## src/rtl/sm3_blk_collect.sv

```systemverilog
// Packs padded SM3 stream beats (32/64-bit) into 512-bit message blocks and
// presents them to the compression engine with first/last/count tags.
module sm3_blk_collect #(
    parameter  int INPT_DW = 64,
    localparam int WPB     = INPT_DW / 32
) (
    input  logic               clk,
    input  logic               rst_n,
    input  logic [INPT_DW-1:0] pad_d_i,
    input  logic               pad_vld_i,
    input  logic               pad_lst_i,
    output logic               pad_ena_o,
    output logic [511:0]       blk_d_o,
    output logic               blk_vld_o,
    output logic               blk_fst_o,
    output logic               blk_lst_o,
    input  logic               blk_rdy_i,
    output logic [15:0]        blk_cnt_o,
    output logic               ovf_err_o
);

    localparam logic [4:0] WPB_W    = 5'(WPB);
    localparam logic [4:0] ENA_THR  = 5'(16 - 2 * WPB);
    localparam logic [4:0] FULL_CNT = 5'd16;

    logic [511:0] asm_buf_q, asm_buf_d;
    logic [4:0]   asm_cnt_q, asm_cnt_d;
    logic         asm_full_q, asm_full_d;
    logic         lst_seen_q, lst_seen_d;
    logic         fst_pend_q, fst_pend_d;
    logic [511:0] blk_d_q, blk_d_d;
    logic         blk_vld_q, blk_vld_d;
    logic         blk_fst_q, blk_fst_d;
    logic         blk_lst_q, blk_lst_d;
    logic [15:0]  blk_cnt_q, blk_cnt_d;
    logic         pad_ena_q, pad_ena_d;
    logic         ovf_err_q, ovf_err_d;

    logic         xfer;
    logic         accept;
    logic [4:0]   wr_base;

    assign xfer   = asm_full_q && (!blk_vld_q || blk_rdy_i);
    assign accept = blk_vld_q && blk_rdy_i;

    always_comb begin
        asm_buf_d  = asm_buf_q;
        asm_cnt_d  = asm_cnt_q;
        asm_full_d = asm_full_q;
        lst_seen_d = lst_seen_q;
        fst_pend_d = fst_pend_q;
        blk_d_d    = blk_d_q;
        blk_vld_d  = blk_vld_q;
        blk_fst_d  = blk_fst_q;
        blk_lst_d  = blk_lst_q;
        blk_cnt_d  = blk_cnt_q;
        ovf_err_d  = ovf_err_q;
        wr_base    = asm_cnt_q;

        if (xfer) begin
            blk_vld_d  = 1'b1;
            blk_d_d    = asm_buf_q;
            blk_fst_d  = fst_pend_q;
            blk_lst_d  = lst_seen_q;
            blk_cnt_d  = fst_pend_q ? 16'd1 : blk_cnt_q + 16'd1;
            fst_pend_d = lst_seen_q;
            asm_cnt_d  = 5'd0;
            asm_full_d = 1'b0;
            lst_seen_d = 1'b0;
            wr_base    = 5'd0;
        end else if (accept) begin
            blk_vld_d = 1'b0;
        end

        // A beat in the transfer cycle lands at word 0 of the cleared buffer.
        if (pad_vld_i) begin
            if (asm_full_q && !xfer) begin
                ovf_err_d = 1'b1;
            end else begin
                for (int w = 0; w < WPB; w++) begin
                    asm_buf_d[511 - 32 * (int'(wr_base) + w) -: 32] =
                        pad_d_i[INPT_DW - 1 - 32 * w -: 32];
                end
                asm_cnt_d = wr_base + WPB_W;
                if (asm_cnt_d == FULL_CNT) begin
                    asm_full_d = 1'b1;
                end
                if (pad_lst_i) begin
                    lst_seen_d = 1'b1;
                end
            end
        end

        // Drop enable early enough to absorb the padding core's in-flight beat.
        pad_ena_d = !(blk_vld_d && (asm_cnt_d >= ENA_THR));
    end

    always_ff @(posedge clk or negedge rst_n) begin
        if (!rst_n) begin
            asm_buf_q  <= '0;
            asm_cnt_q  <= '0;
            asm_full_q <= 1'b0;
            lst_seen_q <= 1'b0;
            fst_pend_q <= 1'b1;
            blk_d_q    <= '0;
            blk_vld_q  <= 1'b0;
            blk_fst_q  <= 1'b0;
            blk_lst_q  <= 1'b0;
            blk_cnt_q  <= '0;
            pad_ena_q  <= 1'b1;
            ovf_err_q  <= 1'b0;
        end else begin
            asm_buf_q  <= asm_buf_d;
            asm_cnt_q  <= asm_cnt_d;
            asm_full_q <= asm_full_d;
            lst_seen_q <= lst_seen_d;
            fst_pend_q <= fst_pend_d;
            blk_d_q    <= blk_d_d;
            blk_vld_q  <= blk_vld_d;
            blk_fst_q  <= blk_fst_d;
            blk_lst_q  <= blk_lst_d;
            blk_cnt_q  <= blk_cnt_d;
            pad_ena_q  <= pad_ena_d;
            ovf_err_q  <= ovf_err_d;
        end
    end

    assign pad_ena_o = pad_ena_q;
    assign blk_d_o   = blk_d_q;
    assign blk_vld_o = blk_vld_q;
    assign blk_fst_o = blk_fst_q;
    assign blk_lst_o = blk_lst_q;
    assign blk_cnt_o = blk_cnt_q;
    assign ovf_err_o = ovf_err_q;

endmodule

```

## config.mk

```make
export PLATFORM = sky130hd
export DESIGN_NAME = sm3_blk_collect
export DESIGN_NICKNAME = d
export VERILOG_FILES = /design/src/rtl/sm3_blk_collect.sv
export SDC_FILE = /design/constraint.sdc
export NUM_CORES = 2
export LEC_CHECK = 0
export BUFFER_PORTS_ARGS = -buffer_cell sky130_fd_sc_hd__buf_2
export CAP_MARGIN = 15
export CORE_ASPECT_RATIO = 0.75
export CORE_UTILIZATION = 30
export CTS_CLUSTER_DIAMETER = 80
export CTS_CLUSTER_SIZE = 14
export DETAILED_ROUTE_END_ITERATION = 7
export PLACE_DENSITY_LB_ADDON = 0.2
export SLEW_MARGIN = 20
export SYNTH_ARGS = -nofsm -noshare
export SYNTH_HDL_FRONTEND = slang
export SYNTH_SLANG_ARGS = --single-unit
```

## constraint.sdc

```tcl
create_clock -name clk -period 9.65 [get_ports clk]
set_input_delay 0.965 -clock clk [delete_from_list [all_inputs] [get_ports clk]]
set_output_delay 0.965 -clock clk [all_outputs]
set_load 0.02 [all_outputs]
```

==> out/metrics.csv <==
metric,value,unit
CP max-delay cell,nand2_4,
detailed-route via count,36600,
First DRT Iteration DRCs,3705,
final WL,188,mm
GP Congestion,0.839,
Final Instance Area,52000,sq um
most frequent cells in the layout,"1445 x nand2_1, 1049 x dfrtp_1, 600 x buf_2",
"Hold Violations, Final",0,
Final Total Pwr,0.0172,W
PostCTS Resize Cnt,0,
Final setup viols,0,
I/O pin count,602,
initial antenna violation count,16,
ys flop type,dfrtp_1,
fillcell total,15200,
Gate power share,35.9,%
number of port buffers,601,
CP required,10.25,ns
Post-DP Area,49400,sq um
Int Power,0.0102,W
CP startpoint,blk_rdy_i,
Lkg Pwr,25.8,nW
post-synth top area share,58.8,%
clock network power share,20.1,%
Critical Path Fanout Max,65,
CP arrival,6.94,ns
# hold bufs at CTS,0,
CTS root buf,clkbuf_16,
largest cells by area after synthesis,"dfrtp_1 59%, nand2_1 12%, clkbuf_1 2.8%",
startpoint types,input pin,
Yosys top cell by area,dfrtp_1,
R2R depth,15,
Critical path buffers and inverters,3,
die height,336,um
layout net count,4996,
Avg Inst Size Synth,9.79,sq um
Max Fclk,158,MHz
Worst R2R End,asm_buf_q[263],
Core Box Area,148000,sq um
sw frac,40.4,%
#FFs+latches synth,1053,
Reg-to-Reg Start,blk_vld_o,
Slew @ Worst Pin,1.17,ns
internal reg-to-reg setup slack,3.32,ns
Switch Pwr,0.00695,W
CP Capture Type,flip-flop,
register area share after synthesis,58.9,%
period utilization,65.7,%
post-synth design cell area,44700,sq um
DR DRC count,0,
RSZ-0062 raised after global routing,no,
minimum clock period after layout,6.34,ns
Clock Tree Buf Depth,3,
Starting Density,30.3,%
Crit Path Category,in -> reg,
critical path depth in cells,16,
area delta synth->final,16.3,%
hpwl dp,124,mm
Fin Setup TNS,0,ns
Slew Limit Fails,0,
"most common cell after layout, fill and taps aside",nand2_1,
Slowest Stage Delay on Critical Path,0.90,ns
Rel. slew slack,21.7,%
GRT Residual Overflow,0,
Final ANT Viol Nets,0,
Pwr per Cell Area,330,nW/um^2
Max IR drop VDD,179,uV
Die ar.,151000,sq um
Mapped Nets,4641,
critical path's most frequent cell,nand2_1,
Rows,122,
H-tree depth,3,
postcts setup bufs,0,
Skew-Pair Late Insertion Delay,0.75,ns
Critical Path End,asm_buf_q[263],
Horiz. Die Dim,448,um
Clock Pin Slew Worst Setup and Hold Paths,0.07,ns
Flop pwr share,44.0,%
kind of cell adding the most delay to the critical path,simple AND/OR/NAND/NOR gates,
Clock Sinks,1053,
Syn. warnings,0,
pin count of the biggest net entering global routing,205,
GRT Total Usage,24.5,%
MaxCap Viol Count,0,
Mapped Cells,4567,
Post-synth EDFFs,0,
TritonCTS Buffers,88,
ys async rst share,100,%
DR pass1 iterations,6,
first-pass GRT wire length,267,mm
"Distinct cells, synth",62,
WL/cell,27.1,um
share of cells above drive strength 1,18.9,%
outcome,finished clean,
worst path cell trace,buf_2 > nand2b_1 > nand2_4 > and2_1 > ha_1 > nand3_1 > xnor2_2 > nand2_1 > ha_1 > nand2_1 > o2bb2ai_4 > buf_4 > nor2b_4 > buf_4 > nand2_1 > a221oi_1,
Worst Hold Class,in -> async,
Layout Skew,0.0478,ns
vias in the first global route,35600,
Vias per Instance,5.26,
CTS tree,done,
==> power by group through the flow <==
stage	combinational (W)	clock [W]	sequential, W
floorplan	0.00300	0	0.00822
finish	0.00616	0.00346	0.00756
CTS	0.00620	0.00354	0.00756
detailed placement	0.00618	0	0.00762
global placement	0.00608	0	0.00762
global route	0.00672	0.00369	0.00777
==> cell usage after synthesis (34+ instances only) <==
cell type / count
nand2b_1: 75
a221oi_1: 120
clkbuf_1: 331
nor2_1: 211
a221o_1: 96
inv_1: 131
o221a_2: 63
a221oi_2: 40
buf_2: 52
o21ai_0: 202
dfrtp_1: 1051
nor3_1: 43
and2_1: 37
o21a_1: 96
a31oi_1: 34
nand2_1: 1452
a21o_1: 68
a21oi_1: 109
o22a_1: 96
or3_1: 37
==> worst register-to-register path: stages, from the launching register on <==
cell and delay, ns:
dfrtp_1 0.40, nand2b_1 0.52, nand2_4 0.91, and2_1 0.35, ha_1 0.41, nand3_1 0.22
xnor2_2 0.31, nand2_1 0.15, ha_1 0.33, nand2_1 0.15, o2bb2ai_4 0.16, buf_4 0.61
nor2b_4 0.65, buf_4 0.55, nand2_1 0.18, a221oi_1 0.31
==> state kept, by name, indices dropped and copies added, names as in the netlist <==
register / cells
lst_seen_q: 1
ovf_err_o: 1
blk_d_o: 512
blk_cnt_o: 16
asm_cnt_q: 5
pad_ena_o: 1
blk_lst_o: 1
blk_vld_o: 1
blk_fst_o: 1
asm_buf_q: 512
asm_full_q: 1
fst_pend_q: 1
==> cell type report <==
class | instances | area (sq um) | area share [%]
antenna | 12 | 30.0 | 0.0578
timing repair buffer | 671 | 3670 | 7.06
clock buffer | 108 | 2360 | 4.54
sequential | 1053 | 26400 | 50.7
tap | 1984 | 2480 | 4.77
clock inverter | 8 | 95.1 | 0.183
multi-input combinational | 2977 | 16500 | 31.7
inverter | 131 | 492 | 0.946
==> metrics by stage <==
step	setup slack (ns)	utilization [%]	hold WS, ns	std cells
2_1_floorplan	4.67	-	0.439	4567
3_3_place_gp	2.75	33.4	0.451	6812
3_5_place_dp	2.56	33.4	0.452	6812
4_1_cts	3.29	35.1	0.300	6928
5_1_grt	2.90	35.2	0.345	6937
6_report	3.31	35.2	0.245	6944
==> cell families (layout without fill, tap and decap cells) <==
kind of cell	after synthesis	after routing	share of synthesized area, %
xor+xnor	13	13	0.271
other cells	0	12	0
simple gates	1916	1916	17.5
compound gates	1041	1041	18.4
fa+ha+maj	5	5	0.140
buf+inv	537	918	4.70
flops	1053	1053	58.9
mux	2	2	0.0476
==> per-layer routing <==
metal	wire length [um]	vias to the layer above	global-route usage (%)	share of wire, %
li1	-	16200	-	-
met1	82700	18700	34.1	44
met2	85200	1382	37.3	45
met3	13100	290	5.07	6.9
met4	7390	6	9.46	3.9
met5	42	-	0	0.022
==> worst min-delay path by stage <==
| stage | startpoint | to | slack, ns | cells past startpoint |
|---|---|---|---|---|
| floorplan | asm_buf_q[100] | blk_d_o[100] | 0.44 | 2 |
| global placement | ovf_err_o | ovf_err_o | 0.45 | 1 |
| detailed placement | asm_buf_q[359] | blk_d_o[359] | 0.45 | 2 |
| CTS | rst_n | asm_buf_q[110] | 0.30 | 1 |
| global route | rst_n | blk_d_o[100] | 0.34 | 1 |
| finish | rst_n | blk_d_o[100] | 0.24 | 1 |
Power figures use the tool's default switching activity.
